==> config.mk <==
export PLATFORM = sky130hd
export DESIGN_NAME = multicycle_control_unit
export DESIGN_NICKNAME = d
export VERILOG_FILES = /design/src/rtl/multicycle_control_unit.sv
export SDC_FILE = /design/constraint.sdc
export NUM_CORES = 1
export LEC_CHECK = 0
export ABC_AREA = 1
export CAP_MARGIN = 10
export CORE_UTILIZATION = 40
export CTS_CLUSTER_SIZE = 10
export DETAILED_ROUTE_END_ITERATION = 6
export PLACE_DENSITY_LB_ADDON = 0.2
export SKIP_LAST_GASP = 1
export SLEW_MARGIN = 40
export SYNTH_ARGS = -nofsm -noshare
export SYNTH_HDL_FRONTEND = slang
export SYNTH_SLANG_ARGS = --single-unit
==> constraint.sdc <==
create_clock -name clk -period 3.38 [get_ports clk]
set_input_delay 0.676 -clock clk [delete_from_list [all_inputs] [get_ports clk]]
set_output_delay 0.676 -clock clk [all_outputs]
set_load 0.005 [all_outputs]
==> src/rtl/multicycle_control_unit.sv <==
// Multi-cycle RV32I control FSM: FETCH/DECODE/EXEC/MEM/WB with memory timeout and traps.
// Optional retired-instruction counter enabled by defining PERF_CNT_EN.
module multicycle_control_unit #(
    parameter int ALUOP_W     = 3,
    parameter int MEM_TIMEOUT = 16,
    parameter int CNT_W       = 32
) (
    input  logic               clk,
    input  logic               rst_n,
    input  logic [4:0]         opcode,
    input  logic               mem_ready,
    output logic               pc_write,
    output logic               ir_write,
    output logic               branch,
    output logic               mem_read,
    output logic               mem_write,
    output logic               mem_to_reg,
    output logic               alu_src,
    output logic [ALUOP_W-1:0] alu_op,
    output logic               reg_write,
    output logic               halted,
    output logic               err,
    output logic [1:0]         err_code,
    output logic [CNT_W-1:0]   retire_cnt
);

    localparam logic [4:0] OP_LOAD   = 5'b00000;
    localparam logic [4:0] OP_FENCE  = 5'b00011;
    localparam logic [4:0] OP_IMM    = 5'b00100;
    localparam logic [4:0] OP_AUIPC  = 5'b00101;
    localparam logic [4:0] OP_STORE  = 5'b01000;
    localparam logic [4:0] OP_REG    = 5'b01100;
    localparam logic [4:0] OP_LUI    = 5'b01101;
    localparam logic [4:0] OP_BRANCH = 5'b11000;
    localparam logic [4:0] OP_JALR   = 5'b11001;
    localparam logic [4:0] OP_JAL    = 5'b11011;
    localparam logic [4:0] OP_SYSTEM = 5'b11100;

    localparam int WCW = (MEM_TIMEOUT > 1) ? $clog2(MEM_TIMEOUT) : 1;
    localparam logic [WCW-1:0] WLIM =
        WCW'((MEM_TIMEOUT > 0) ? MEM_TIMEOUT - 1 : 0);
    localparam bit TO_EN = (MEM_TIMEOUT != 0);

    typedef enum logic [2:0] {
        S_IDLE,
        S_FETCH,
        S_DECODE,
        S_EXEC,
        S_MEM,
        S_WB,
        S_HALT,
        S_ERROR
    } state_t;

    state_t         state_q, state_d;
    logic [4:0]     op_q, op_d;
    logic [WCW-1:0] wait_q, wait_d;
    logic [1:0]     err_q, err_d;
    logic [2:0]     aop;
    logic           wait_hit;

    function automatic logic is_legal(input logic [4:0] op);
        case (op)
            OP_LOAD, OP_FENCE, OP_IMM, OP_AUIPC, OP_STORE, OP_REG,
            OP_LUI, OP_BRANCH, OP_JALR, OP_JAL, OP_SYSTEM: is_legal = 1'b1;
            default: is_legal = 1'b0;
        endcase
    endfunction

    assign wait_hit = TO_EN && (wait_q == WLIM) && !mem_ready;

    always_ff @(posedge clk or negedge rst_n) begin
        if (!rst_n) begin
            state_q <= S_IDLE;
            op_q    <= '0;
            wait_q  <= '0;
            err_q   <= '0;
        end else begin
            state_q <= state_d;
            op_q    <= op_d;
            wait_q  <= wait_d;
            err_q   <= err_d;
        end
    end

    // Wait counter defaults to zero, so every entry into FETCH/MEM starts fresh.
    always_comb begin
        state_d = state_q;
        op_d    = op_q;
        wait_d  = '0;
        err_d   = err_q;
        unique case (state_q)
            S_IDLE: state_d = S_FETCH;
            S_FETCH: begin
                if (mem_ready) begin
                    state_d = S_DECODE;
                    op_d    = opcode;
                end else if (wait_hit) begin
                    state_d = S_ERROR;
                    err_d   = 2'b10;
                end else if (TO_EN) begin
                    wait_d = wait_q + 1'b1;
                end
            end
            S_DECODE: begin
                op_d = opcode;
                if (!is_legal(opcode)) begin
                    state_d = S_ERROR;
                    err_d   = 2'b01;
                end else if (opcode == OP_FENCE) begin
                    state_d = S_FETCH;
                end else if (opcode == OP_SYSTEM) begin
                    state_d = S_HALT;
                end else begin
                    state_d = S_EXEC;
                end
            end
            S_EXEC: begin
                if (op_q == OP_BRANCH)
                    state_d = S_FETCH;
                else if (op_q == OP_LOAD || op_q == OP_STORE)
                    state_d = S_MEM;
                else
                    state_d = S_WB;
            end
            S_MEM: begin
                if (mem_ready) begin
                    state_d = (op_q == OP_LOAD) ? S_WB : S_FETCH;
                end else if (wait_hit) begin
                    state_d = S_ERROR;
                    err_d   = 2'b10;
                end else if (TO_EN) begin
                    wait_d = wait_q + 1'b1;
                end
            end
            S_WB:    state_d = S_FETCH;
            S_HALT:  state_d = S_HALT;
            S_ERROR: state_d = S_ERROR;
            default: state_d = S_IDLE;
        endcase
    end

    always_comb begin
        pc_write   = 1'b0;
        ir_write   = 1'b0;
        branch     = 1'b0;
        mem_read   = 1'b0;
        mem_write  = 1'b0;
        mem_to_reg = 1'b0;
        alu_src    = 1'b0;
        aop        = 3'b000;
        reg_write  = 1'b0;
        halted     = 1'b0;
        err        = 1'b0;
        err_code   = err_q;
        unique case (state_q)
            S_IDLE: err_code = 2'b00;
            S_FETCH: begin
                mem_read = 1'b1;
                ir_write = mem_ready;
            end
            S_DECODE: pc_write = (op_q == OP_FENCE);
            S_EXEC: begin
                unique case (op_q)
                    OP_REG:    aop = 3'b010;
                    OP_IMM:    aop = 3'b011;
                    OP_BRANCH: aop = 3'b001;
                    OP_LUI:    aop = 3'b101;
                    default:   aop = 3'b000;
                endcase
                alu_src  = !(op_q == OP_REG || op_q == OP_BRANCH);
                branch   = (op_q == OP_BRANCH);
                pc_write = (op_q == OP_BRANCH);
            end
            S_MEM: begin
                alu_src   = 1'b1;
                mem_read  = (op_q == OP_LOAD);
                mem_write = (op_q == OP_STORE);
                pc_write  = (op_q == OP_STORE) && mem_ready;
            end
            S_WB: begin
                reg_write  = 1'b1;
                pc_write   = 1'b1;
                mem_to_reg = (op_q == OP_LOAD);
                branch     = (op_q == OP_JAL || op_q == OP_JALR);
            end
            S_HALT:  halted = 1'b1;
            S_ERROR: err = 1'b1;
            default: err_code = 2'b00;
        endcase
    end

    assign alu_op = ALUOP_W'(aop);

`ifdef PERF_CNT_EN
    logic [CNT_W-1:0] cnt_q, cnt_d;

    // pc_write is never high in HALT/ERROR, so the count freezes there.
    always_comb begin
        cnt_d = cnt_q;
        if (pc_write)
            cnt_d = cnt_q + 1'b1;
    end

    always_ff @(posedge clk or negedge rst_n) begin
        if (!rst_n)
            cnt_q <= '0;
        else
            cnt_q <= cnt_d;
    end

    assign retire_cnt = cnt_q;
`else
    assign retire_cnt = '0;
`endif

endmodule

* Word level (Yosys, flattened, before mapping) *
Memory sizes are Yosys's and may differ from the RTL's.
Index checks and enable logic that the tools add are counted.

word-level totals
  bits in registers = 14
  ROM bits = 32
  word-level logic and storage cells = 76
  memories = 1

memory list
  memory           depth  width  rd ports  clocked after memory_dff  write ports  line  text
  (no name shown)  32     1      1         0                         0            63    case (op)

cells by class
  add/sub/neg operators = 1
  eq/ne operators = 22
  mux-type cells = 33
  reduce and logical (&&, ||, !) cells = 15

operator list
  cell                                           number
  2-to-1 mux 3 bit                               9
  one-hot mux 3 bit (7 select lines)             1
  == test 5 bit, second input constant           4
  == test 5 x 4 -> 1 bit, second input constant  3
  == test 3 bit, second input constant           4
  2-to-1 mux 4 bit                               3
  one-hot mux 3 bit (4 select lines)             1
  == test 5 x 2 -> 1 bit, second input constant  2
  one-hot mux 5 bit (2 select lines)             1
  2-to-1 mux 1 bit                               8
  2-to-1 mux 2 bit                               4
  == test 3 x 2 -> 1 bit, second input constant  2
  inequality test 2 bit, second input constant   3
  one-hot mux 1 bit (2 select lines)             3
  == test 5 x 3 -> 1 bit, second input constant  1
  logical NOT 5 bit                              1
  2-to-1 mux 5 bit                               1
  adder 4 x 1 -> 4 bit, second input constant    1
  == test 4 bit, second input constant           1
  one-hot mux 1 bit (4 select lines)             1
  one-hot mux 2 bit (2 select lines)             1
  AND reduction 4 bit                            1
  nonzero test 2 bit                             2
  OR reduction 2 bit                             2
  other kinds (7)                                11

* Logic depth before layout (Yosys ltp) *
Gate-level depths: netlist of run 1.

  depth after elaboration = 5
  depth in mapped cells = 9
  depth with buffers taken out = 9

* Worst setup path after synthesis of run 1 *
No wires, ideal clock.

  path kind = flip-flop to output port
  start = register op_q[0]
  end = output alu_op[0]
  arrival time = 1.065 ns
  slack = 1.639 ns
  stages on the path, launching flop included = 6
  path buffers = 0
  cells stage by stage = dfrtp_1 > nor2_1 > nand2_1 > nor3_2 > nand2_1 > nand3b_1

on the way
  longest elaborated chain between the ends = 3

ends and longest elaborated chain
  element                                               line  text
  start, declared                                       56    logic [4:0] op_q, op_d;
  start signal, assigned                                80    op_q <= op_d;
  == test 5 x 4 -> 1 bit, or another cell as far along  164   unique case (op_q)
  one-hot mux 3 bit (4 select lines) *                  164
  2-to-1 mux 3 bit *                                    156   unique case (state_q)
  end, declared                                         19    output logic [ALUOP_W-1:0] alu_op,

Mark *: on every way between the ends. The rest lies on a longest branch, timed or not.

* Worst setup path in the final report of run 1 *
  start = input mem_ready
  end = output ir_write

on the way
  longest elaborated chain between the ends = 1

ends and longest elaborated chain
  element           line  text
  start, declared   11    input logic mem_ready,
  2-to-1 mux 1 bit  156
  end, declared     13    output logic ir_write,

Every way passes these cells.

==> results of run 1 <==
Yosys cell counts:
cell / instances
sky130_fd_sc_hd__buf_4: 32
sky130_fd_sc_hd__nand2_1: 25
sky130_fd_sc_hd__inv_1: 19
sky130_fd_sc_hd__nor2_1: 17
sky130_fd_sc_hd__nand3_1: 16
sky130_fd_sc_hd__dfrtp_1: 14
sky130_fd_sc_hd__nand4_1: 7
sky130_fd_sc_hd__inv_2: 6
sky130_fd_sc_hd__nor3_1: 6
sky130_fd_sc_hd__nand2_2: 5
sky130_fd_sc_hd__o21ai_2: 5
sky130_fd_sc_hd__ha_1: 4
sky130_fd_sc_hd__o21ai_1: 4
sky130_fd_sc_hd__nor3_2: 3
sky130_fd_sc_hd__a21boi_1: 2
sky130_fd_sc_hd__a21oi_1: 2
sky130_fd_sc_hd__buf_6: 2
sky130_fd_sc_hd__nand3_2: 2
sky130_fd_sc_hd__nor2_2: 2
sky130_fd_sc_hd__o21ai_0: 2
sky130_fd_sc_hd__and3_1: 1
sky130_fd_sc_hd__conb_1: 1
sky130_fd_sc_hd__nand3b_1: 1
sky130_fd_sc_hd__nor4_1: 1
sky130_fd_sc_hd__or2_1: 1
sky130_fd_sc_hd__xnor2_1: 1
sky130_fd_sc_hd__xor2_1: 1
critical path, stage by stage:
cell and delay, ns:
sky130_fd_sc_hd__clkdlybuf4s50_1 0.53, sky130_fd_sc_hd__inv_1 0.12, sky130_fd_sc_hd__nor2_2 0.15, sky130_fd_sc_hd__clkdlybuf4s50_1 0.51
flip-flops by register name, summed over array words and instances, names as in the netlist:
name	cells
err_q	2
wait_q	4
state_q	3
op_q	5
power groups by stage:
| stage | sequential, mW | clock, mW | combinational (mW) |
|---|---|---|---|
| 2_1_floorplan | 0.270 | 0 | 0.399 |
| 3_3_place_gp | 0.290 | 0 | 0.493 |
| 3_5_place_dp | 0.293 | 0 | 0.502 |
| 4_1_cts | 0.290 | 0.120 | 0.504 |
| 5_1_grt | 0.302 | 0.127 | 0.559 |
| 6_report | 0.291 | 0.116 | 0.499 |
worst max-delay path by stage:
| stage | end | slack [ns] | cells after the start |
|---|---|---|---|
| floorplan | alu_op[0] | 1.64 | 5 |
| global placement | ir_write | 0.72 | 4 |
| detailed placement | ir_write | 0.72 | 4 |
| CTS | ir_write | 0.70 | 4 |
| global route | alu_op[0] | 0.56 | 6 |
| finish | ir_write | 0.71 | 4 |
layer usage:
layer	vias to the layer above	part of all wire [%]
met3	2	4.6
met2	42	47
met1	514	47
met5	-	0
met4	0	0.58
li1	566	-
logic make-up (layout without fill, tap and decap cells):
| kind of cell | after synthesis | count (layout) | synth area share, % |
|---|---|---|---|
| xor gates and xnor gates | 2 | 2 | 1.34 |
| and+or+nand+nor | 87 | 87 | 33.0 |
| buffers and inverters | 59 | 51 | 27.2 |
| adders and majority gates | 4 | 4 | 3.82 |
| DFF | 14 | 14 | 26.8 |
| other | 1 | 32 | 0.287 |
| AOI/OAI and AO/OA | 15 | 15 | 7.55 |
final cells by class:
type | count | area share [%]
repair buffers | 22 | 14.9
multi-input cells | 140 | 48.7
flip-flops and latches | 14 | 23.8
clock buffers | 4 | 2.46
well taps | 44 | 3.74
inverters | 25 | 6.37
stage by stage:
step	hold WS, ns	cells	area [sq um]	utilization (%)	worst slack (ns)
finish	0.480	249	1470	47.9	0.707
global route	0.493	249	1470	47.9	0.557
CTS	0.484	249	1470	47.9	0.700
detailed placement	0.472	245	1440	46.7	0.719
global placement	0.454	245	1440	46.7	0.716
floorplan	0.380	213	1430	-	1.64
==> summary.md, run 1 <==
The beginning of the worst register-to-register path is state_q[2]. The routed layout has 1124 vias. At the end of the flow, the number of nets in the layout was 218. Average cell area after synthesis: 7.19 sq um. Summing all flip-flop and latch instances after layout gives 350 sq um. The number of cell rows was 20.

The worst hold path cell count was 1; the clock latency on the worst-skew pair was 0.27 ns. The run gives 718 sq um as the area of combinational cells with multiple inputs. After synthesis the netlist holds a flip-flop and latch count of 14. The die covers 3500 sq um.

The critical path capture point type was a primary output. The worst supply voltage drop on vdd is 174 uV. The number of buffers added to fix hold violations after cts was 0; the part of the total power dissipated in sequential elements was 32.2%. The type of the tightest min-delay check was reg2reg. The internal portion of the total power is 0.488 mW. Setup repair after global routing left no endpoint under its margin. The logs give 2.70 ns for the required time reported for the critical path endpoint and 2 for the number of buffers on the longest clock path. In this run the most critical hold path is launched from wait_q[0]. For the pin with the worst max-slew slack, the measured transition is 0.604 ns. The worst setup path is of the in2out kind. The biggest area contributor in the post-synthesis netlist is sky130_fd_sc_hd__dfrtp_1. For the initial antenna violation count, the log shows 0. The final critical-path required period was 2.67 ns. Relative to the synthesized area, the layout overhead comes to 12.6%.

After synthesis, flip-flops and latches occupy 26.8% of the total area. The run gives 182 as the post-synthesis instance total. In this run the post-CTS setup repair buffer count came out at 0. In this run, the combinational gates consume 55.1% of the power. Setup violations remaining at the end of the flow were counted as 0. Global routing used 18.8% of the available met1 tracks. The first global-routing pass estimated 3950 um of wire. The total half-perimeter wirelength after legalization and detailed placement is 2050 um, and the quantity of gates resized following cts is 0.

For this block, the routed nets add up to 2430 um of wire. In this run the power spent charging and discharging nets is 0.418 mW. The clock network burns 12.8% of the power.

The number of cells on the worst reg-to-reg path is 4. The arrival time at the worst endpoint was 2.00 ns. The number of different library cells used by synthesis comes to 27. Leaving out fill and tap cells, the most frequent cells in the layout are 32 x sky130_fd_sc_hd__conb_1, 25 x sky130_fd_sc_hd__nand2_1, 22 x sky130_fd_sc_hd__clkdlybuf4s50_1. Overall overflow remaining after global route: 0. The worst hold path terminates at wait_q[0]. The clock net in this run drives a total of 14 sinks.

The leakage power summed over all cells is 0.734 nW, and the number of maximum-capacitance constraint violations is 0. For the number of hold violations in the final report, the log shows 0. CTS buffer count: 3.

The tools report the depth of the CTS H-tree as 1. The region available for standard cell placement spans 3080 sq um. The tools report the kind of start point of the critical path as an input pin. For this run, global-route usage on met3 was measured as 1.31%.

The combined area of all synthesized cells is 1310 sq um, and the number of fillers in the final layout is 353. In this run the worst setup path begins at mem_ready. During placement, the flow inserted port buffers numbering 22. The tools report the yosys synthesis warning count as 0. Count of inserted antenna diode cells: 0.

Once detail routing completed, the nets flagged for antenna violations numbered 0. The final total power is 0.906 mW, and the number of detailed-route iterations in the first pass is 4. The library cell used most frequently in the layout, excluding fill and tap cells, is sky130_fd_sc_hd__conb_1.

Setup slack on the worst reg-to-reg path comes out at 1.74 ns. After detailed routing, the average wire length per cell comes to 9.77 um. The flow ran to the end, and the final reports show no timing, DRC or antenna violations.

The clock skew after layout is 0.00207 ns. After clock tree synthesis, the clock-pin slew on the worst setup and hold paths is 0.08 ns. Clock tree root driver cell: sky130_fd_sc_hd__clkbuf_4. The total negative setup slack is 0 ns, and the area share of the largest cell type after synthesis is 26.8%. Ranked by total cell area, the synthesized netlist is headed by sky130_fd_sc_hd__dfrtp_1 27%, sky130_fd_sc_hd__buf_4 18%, sky130_fd_sc_hd__nand2_1 7.2%.

The worst pin sits at a relative slew slack of 59.6%. For this design the top-level I/O count stands at 55. The die is 59.2 um wide. After detailed routing, the number of vias per cell comes to 4.51. Across every metal layer, demand over resource in global routing totals 14.8%. Measured along the y axis, the die boundary spans 59.2 um.

In this run the worst path has a maximum fanout of 5. The layer with the highest usage is met2. Via count of the first global-routing pass: 942. After layout, the worst path uses 79.1% of the clock period. For this block, the initial DRC count from the detailed router was 26. The run gives 0 as the final count of pins violating max slew. The routing usage on met2 is 26.2%. TritonCTS built the clock tree. In the routed design, unresolved DRC markers number 0. In this run the power density over the cells is 615 nW/um^2. The share of cells above drive strength 1 was 13.2%; the switching share of total power was 46.1%. The tools report the largest net degree at the start of global routing as 15.

The endpoint identified for the worst register-to-register timing path is op_q[1]. The initial utilization of the core area, before any placement, comes to 42.5%. Last weighted congestion value of the routability-driven placer: 0.846.

Static timing analysis puts the maximum clock frequency at 374 MHz.
(Power assumes the default switching activity.)
==> run 2, diff against run 1 <==
==> constraint.sdc (replaced) <==
create_clock -name clk -period 2.78 [get_ports clk]
set_input_delay 0.556 -clock clk [delete_from_list [all_inputs] [get_ports clk]]
set_output_delay 0.556 -clock clk [all_outputs]
set_load 0.005 [all_outputs]
==> summary.md, run 2 (synthesis gave the netlist of run 1 again) <==
The biggest fanout along the worst timing path was 7 (+2); the largest net degree at the start of global routing was 15 (unchanged). Kind of start point of the critical path: a register. The run gives 225 uV (+30%) as the worst supply voltage drop on vdd.

Setup repair after global routing left no endpoint under its margin. The run gives 0.734 nW (unchanged) as the leakage power summed over all cells. The clock-pin slew of the registers on the worst-case setup and hold paths was 0.08 ns (about the same). The logs give 0 (unchanged) for the count of inserted antenna diode cells and 0 (unchanged) for the final routed DRC violation total. The count of endpoints failing setup in the final report was 0 (unchanged); the via count of the first global-routing pass was 926 (-1.7%).

The number of hold violations in the final report was 0 (unchanged). The share of cells above drive strength 1 works out to 13.2% (unchanged). The vertical die dimension is 59.2 um (unchanged), and the standard cell core area is 3080 sq um (unchanged). The logs give 0 (unchanged) for the overall overflow remaining after global route and 1 (unchanged) for the depth of the CTS H-tree. The overall routing resource usage is 14.3% (-0.50 points), and the total internal power is 0.594 mW (+22%).

The setup slack at placement is 0.364 ns (-0.355 ns), and the relative contribution of combinational cells to total power is 55.0% (about the same). The total negative setup slack was 0 ns (unchanged). The tools report the final non-filler cell total as 249 (unchanged). The cell area reported after detailed placement was 1440 sq um (unchanged); the switching share of total power was 46.3% (+0.15 points).

Type of the tightest min-delay check: reg2reg. The number of sinks driven by the clock tree came out at 14 (unchanged). The overall die width is 59.2 um (unchanged).

The number of buffers added to fix hold violations after cts was 0 (unchanged); the routed wirelength normalized by instance count was 9.69 um (-0.78%). Number of port buffers: 22 (unchanged). TritonCTS built the clock tree. The tools report the number of nets with antenna violations after detailed routing as 0 (unchanged). For this run, the top clock speed supported by timing is 401 MHz. The number of nets in the layout is 218 (unchanged), and the sum of routed wire segments on met1 is 1110 um (-3.6%). Register name with the most flops: op_q. The initial antenna violation count came out at 0 (unchanged). The tools report the part of the total power dissipated in sequential elements as 32.1% (about the same).

For the met2 wirelength from detailed routing, the log shows 1120 um (-3.1%). The last weighted congestion value of the routability-driven placer was 0.844 (-0.21%); the clock power share was 13.0% (+0.2 points). The logs give 161 um (+44%) for the length of routed met3 wiring and 356 (+0.85%) for the number of fillers in the final layout. The CTS buffer count is 3 (unchanged), and the clock skew after layout is 0.00475 ns (+0.00268 ns).

Top-level I/O count: 55 (unchanged). For the number of cell rows, the log shows 20 (unchanged). The tools report the final design instance area without fill as 1470 sq um (unchanged). The tools report the first-pass GRT wire length as 3820 um (-3.1%). The required time reported for the critical path endpoint was 2.22 ns (-0.48 ns); the quantity of gates resized following cts was 0 (unchanged). The tools report the area of the die as 3500 sq um (unchanged). The clock tree root driver cell is sky130_fd_sc_hd__clkbuf_4. The switching power of the nets came out at 0.512 mW (+22%).

The detailed-route vias per instance was 4.55 (+0.89%); the number of flip-flops in the largest register was 5 (unchanged). The clock latency on the worst-skew pair is 0.28 ns (about the same). Uppermost layer routed: met4. The number of buffers on the longest clock path came out at 2 (unchanged). The flow ran to the end, and the final reports show no timing, DRC or antenna violations. The area growth from synthesis to final layout was 12.6% (unchanged); the number of detailed-route iterations in the first pass was 4 (unchanged). The sequential cell area is 350 sq um (unchanged), and the register-to-register setup slack is 1.14 ns (-0.60 ns).

The tools report the area of combinational cells with multiple inputs as 718 sq um (unchanged). The run gives 1.11 mW (+22%) as the final total power. Final count of pins violating max slew: 0 (unchanged).

Initial detailed-routing violation count: 26 (unchanged). The arrival time at the worst endpoint was 1.93 ns (-0.07 ns); the ratio of final minimum period to clock period was 89.6%. Total power density per cell area: 750 nW/um^2 (+22%).

In the layout the commonest cells are 32 x sky130_fd_sc_hd__conb_1, 25 x sky130_fd_sc_hd__nand2_1, 22 x sky130_fd_sc_hd__clkdlybuf4s50_1. The worst setup path is of the reg2out kind. The largest registers in the layout are op_q (5), wait_q (4), state_q (3). The most common cell after layout, fill and taps aside was sky130_fd_sc_hd__conb_1. The total detailed-routing wirelength was 2410 um (-0.78%).

The number of setup buffers added after CTS was 0 (unchanged); the number of maximum-capacitance constraint violations was 0 (unchanged). The tools report the total half-perimeter wirelength after legalization and detailed placement as 2030 um (-0.66%). The transition time of the tightest slew-check pin was 0.595 ns (-0.00900 ns); the max-slew headroom at the worst pin was 60.2% (+0.60 points). The tools report the critical path capture point type as a primary output. The run gives 0.289 ns (-0.417 ns) as the setup slack after layout.

For the number of vias after detailed routing, the log shows 1134 (+0.89%). The initial core utilization is 42.5% (unchanged), and the final critical-path required period is 2.49 ns. The number of instances in the placed design is 245 (unchanged).
## run 2: cell counts in the layout (fill, tap and decap cells not counted)
No cell type changed its count.
## run 2: area by class of cell
type,instances,area share [%]
repair buffers,22,14.9
clock buffers,4,2.46
flip-flops and latches,14,23.8
inverters,25,6.37
multi-input cells,140,48.7
well taps,44,3.74
## run 2: power by group through the flow
stage | Clock [mW] | Sequential, mW | Combinational (mW)
after detailed placement | 0 | 0.357 | 0.609
after CTS | 0.145 | 0.353 | 0.612
after global placement | 0 | 0.353 | 0.600
after floorplan | 0 | 0.328 | 0.485
final | 0.143 | 0.354 | 0.608
after global routing | 0.156 | 0.365 | 0.680
## run 2: worst max-delay path, stage by stage, from the launching register on
cell	delay, ns
sky130_fd_sc_hd__dfrtp_1	0.50
sky130_fd_sc_hd__nand2_1	0.11
sky130_fd_sc_hd__nor2_2	0.19
sky130_fd_sc_hd__inv_2	0.07
sky130_fd_sc_hd__nor3_2	0.17
sky130_fd_sc_hd__nand3b_1	0.13
sky130_fd_sc_hd__clkdlybuf4s50_1	0.50
## run 2: final timing paths
check                      depth (start not counted)       start         to
max                                                6  state_q[0]  alu_op[0]
min                                                1   wait_q[0]  wait_q[0]
max reg2reg                                        4  state_q[2]    op_q[0]
min reg2reg                                        1   wait_q[0]  wait_q[0]
max in group asynchronous                          1       rst_n    op_q[0]
min in group asynchronous                          1       rst_n   err_q[0]
## run 2: per-stage QoR
| stage | hold WS, ns | util, % |
|---|---|---|
| global route | 0.516 | 47.9 |
| CTS | 0.482 | 47.9 |
| detailed placement | 0.471 | 46.7 |
| floorplan | 0.260 | - |
| finish | 0.483 | 47.9 |
| global placement | 0.454 | 46.7 |
## run 2: per-layer routing
metal / track usage [%] / vias up
met2: 24.6 / 65
li1: - / 569
met3: 1.31 / 2
met1: 18.2 / 498
met5: 0 / -
met4: 6.12 / 0
==> run 3, diff against run 2 <==
==> constraint.sdc (replaced) <==
create_clock -name clk -period 2.78 [get_ports clk]
set_input_delay 0.556 -clock clk [delete_from_list [all_inputs] [get_ports clk]]
set_output_delay 0.556 -clock clk [all_outputs]
set_load 0.01 [all_outputs]
==> summary.md, run 3 (synthesis gave the netlist of run 1 again) <==
The final worst hold slack was 0.481 ns (-0.00252 ns). The number of maximum-capacitance constraint violations is 0 (unchanged). The run gives 0 (unchanged) as the number of setup buffers added after CTS. The overall die width came out at 59.2 um (unchanged).

In this run the most critical hold path is launched from wait_q[0]. STA classifies the critical path endpoint as a primary output. For the overall routing resource usage, the log shows 14.2% (-0.085 points). The biggest cell delay along the critical path is 0.53 ns (+0.03 ns), and the area of the die is 3500 sq um (unchanged). The logs give 0 (unchanged) for the number of hold violations in the final report and 15 (unchanged) for the largest net degree at the start of global routing. TritonCTS built the clock tree.

Vertical die dimension: 59.2 um (unchanged). The standard cell core area is 3080 sq um (unchanged), and the detailed-route vias per instance is 4.55 (about the same). For the initial antenna violation count, the log shows 0 (unchanged). For the top-level I/O count, the log shows 55 (unchanged). More flip-flops sit in one register than any other, and that register is op_q.

The routed wirelength normalized by instance count was 9.61 um (-0.87%). The run gives 395 MHz (-1.6%) as the maximum operating frequency. The number of cells on the worst reg-to-reg path was 4 (unchanged).

The CTS buffer count came out at 3 (unchanged). In the final layout, the registers with the most flip-flops are op_q (5), wait_q (4), state_q (3). Number of nets with antenna violations after detailed routing: 0 (unchanged). The clock tree root driver cell was sky130_fd_sc_hd__clkbuf_4. The logs give 1.15 ns (about the same) for the register-to-register setup slack and 0 (unchanged) for the final count of pins violating max slew. The final routed DRC violation total was 0 (unchanged); the count of endpoints failing setup in the final report was 0 (unchanged).

The number of buffers on the longest clock path was 2 (unchanged). The ratio of final minimum period to clock period is 91.1% (+1.5 points), and the number of vias after detailed routing is 1133 (-0.088%). The flow ran to the end, and the final reports show no timing, DRC or antenna violations. Walking the worst path, the cells encountered are nand2_1 -> nor2_2 -> inv_2 -> nor3_2 -> nand3b_1 -> clkdlybuf4s50_1. The share of cells above drive strength 1 was 13.2% (unchanged). The via count of the first global-routing pass is 941 (+1.6%), and the total power density per cell area is 768 nW/um^2 (+2.4%). The logs give 0.538 mW (+5.1%) for the switching power of the nets and 1.98 ns (+0.05 ns) for the arrival time at the worst endpoint.

The switching share of total power works out to 47.5% (+1.2 points). The path with the worst hold slack has its endpoint at wait_q[0]. The biggest fanout along the worst timing path was 7 (unchanged). The number of port buffers was 22 (unchanged).

The final critical-path required period was 2.53 ns (+0.0412 ns). The logs give 0 ns (unchanged) for the total negative setup slack and 14 (unchanged) for the number of sinks driven by the clock tree. The number of cell rows was 20 (unchanged).

The top cell types in the final layout, fill and taps aside, are 32 x sky130_fd_sc_hd__conb_1, 25 x sky130_fd_sc_hd__nand2_1, 22 x sky130_fd_sc_hd__clkdlybuf4s50_1. The clock latency on the worst-skew pair came out at 0.27 ns (about the same). The number of detailed-route iterations in the first pass was 4 (unchanged). The total detailed-routing wirelength is 2390 um (-0.87%), and the clock skew after layout is 0.00201 ns (-0.00274 ns). The max-slew headroom at the worst pin is 59.2% (-1.0 points). The tools report the total internal power as 0.595 mW (+0.13%). The quantity of gates resized following cts came out at 0 (unchanged). The type of the tightest min-delay check is reg2reg. The area growth from synthesis to final layout works out to 12.6% (unchanged). The worst register-to-register path ends at op_q[0].

Leaving out fill and tap cells, the most frequent cell in the layout is sky130_fd_sc_hd__conb_1. The tools report the clock power share as 12.5% (-0.5 points). The initial detailed-routing violation count was 24 (-7.7%); the overall overflow remaining after global route was 0 (unchanged). The part of the total power dissipated in sequential elements was 31.3% (-0.8 points); the relative contribution of combinational cells to total power was 56.2% (+1.2 points). The worst hold path cell count was 1 (unchanged). The required time reported for the critical path endpoint was 2.22 ns (about the same); the number of flip-flops in the largest register was 5 (unchanged). The clock-pin slew of the registers on the worst-case setup and hold paths is 0.08 ns (about the same), and the number of buffers added to fix hold violations after cts is 0 (unchanged). The beginning of the worst register-to-register path was state_q[2]. The transition time of the tightest slew-check pin came out at 0.610 ns (+0.0151 ns).

The first-pass GRT wire length is 3840 um (+0.55%). The last weighted congestion value of the routability-driven placer came out at 0.844 (about the same). Total half-perimeter wirelength after legalization and detailed placement: 2030 um (-0.34%). The depth of the CTS H-tree came out at 1 (unchanged).

Setup repair after global routing left no endpoint under its margin. The tools report the worst supply voltage drop on vdd as 290 uV (+29%). The leakage power summed over all cells came out at 0.734 nW (unchanged). The number of nets in the layout was 218 (unchanged). The worst setup path is of the reg2out kind. Initial core utilization: 42.5% (unchanged). Master of the slowest instance on the critical path: sky130_fd_sc_hd__clkdlybuf4s50_1.

The kind of start point of the critical path was a register. The count of inserted antenna diode cells is 0 (unchanged).
run 3: area by class of cell:
class	instances	area (sq um)
inverter	25	93.8
tap	44	55.1
clock buffer	4	36.3
timing repair buffer	22	220
multi-input combinational	140	718
fill	346	1600
sequential	14	350
run 3: metal layers:
metal	vias to the layer above	wire length, um	share of wire (%)	track usage [%]
met4	0	23	0.96	5.10
met5	-	0	0	0
met2	44	1130	47	24.6
li1	567	-	-	-
met3	2	108	4.5	1.31
met1	520	1130	47	18.4
run 3: worst max path at each step:
stage / from / end / slack, ns / depth (start not counted)
floorplan: op_q[0] / alu_op[0] / 1.05 / 5
global placement: mem_ready / ir_write / 0.32 / 4
detailed placement: mem_ready / ir_write / 0.32 / 4
CTS: op_q[0] / alu_op[0] / 0.23 / 6
global route: op_q[0] / alu_op[0] / 0.08 / 6
finish: state_q[0] / alu_op[0] / 0.25 / 6
run 3: power by group through the flow:
stage / logic, mW / clock network (mW) / registers (mW)
6_report: 0.636 / 0.142 / 0.355
5_1_grt: 0.707 / 0.154 / 0.367
4_1_cts: 0.641 / 0.145 / 0.353
3_5_place_dp: 0.639 / 0 / 0.357
3_3_place_gp: 0.630 / 0 / 0.353
2_1_floorplan: 0.516 / 0 / 0.328
run 3: worst max-delay path: cells and delay by family (launching register included):
| kind | cells | cell delay, ns |
|---|---|---|
| simple gates | 4 | 0.60 |
| flops | 1 | 0.51 |
| buf+inv | 2 | 0.60 |
run 3: per-stage QoR:
stage	std cells	setup WS (ns)	power (mW)	util [%]	area [sq um]
2_1_floorplan	213	1.05	0.844	-	1430
6_report	249	0.248	1.13	47.9	1470
3_3_place_gp	245	0.321	0.983	46.7	1440
3_5_place_dp	245	0.324	0.996	46.7	1440
5_1_grt	249	0.0810	1.23	47.9	1470
4_1_cts	249	0.226	1.14	47.9	1470
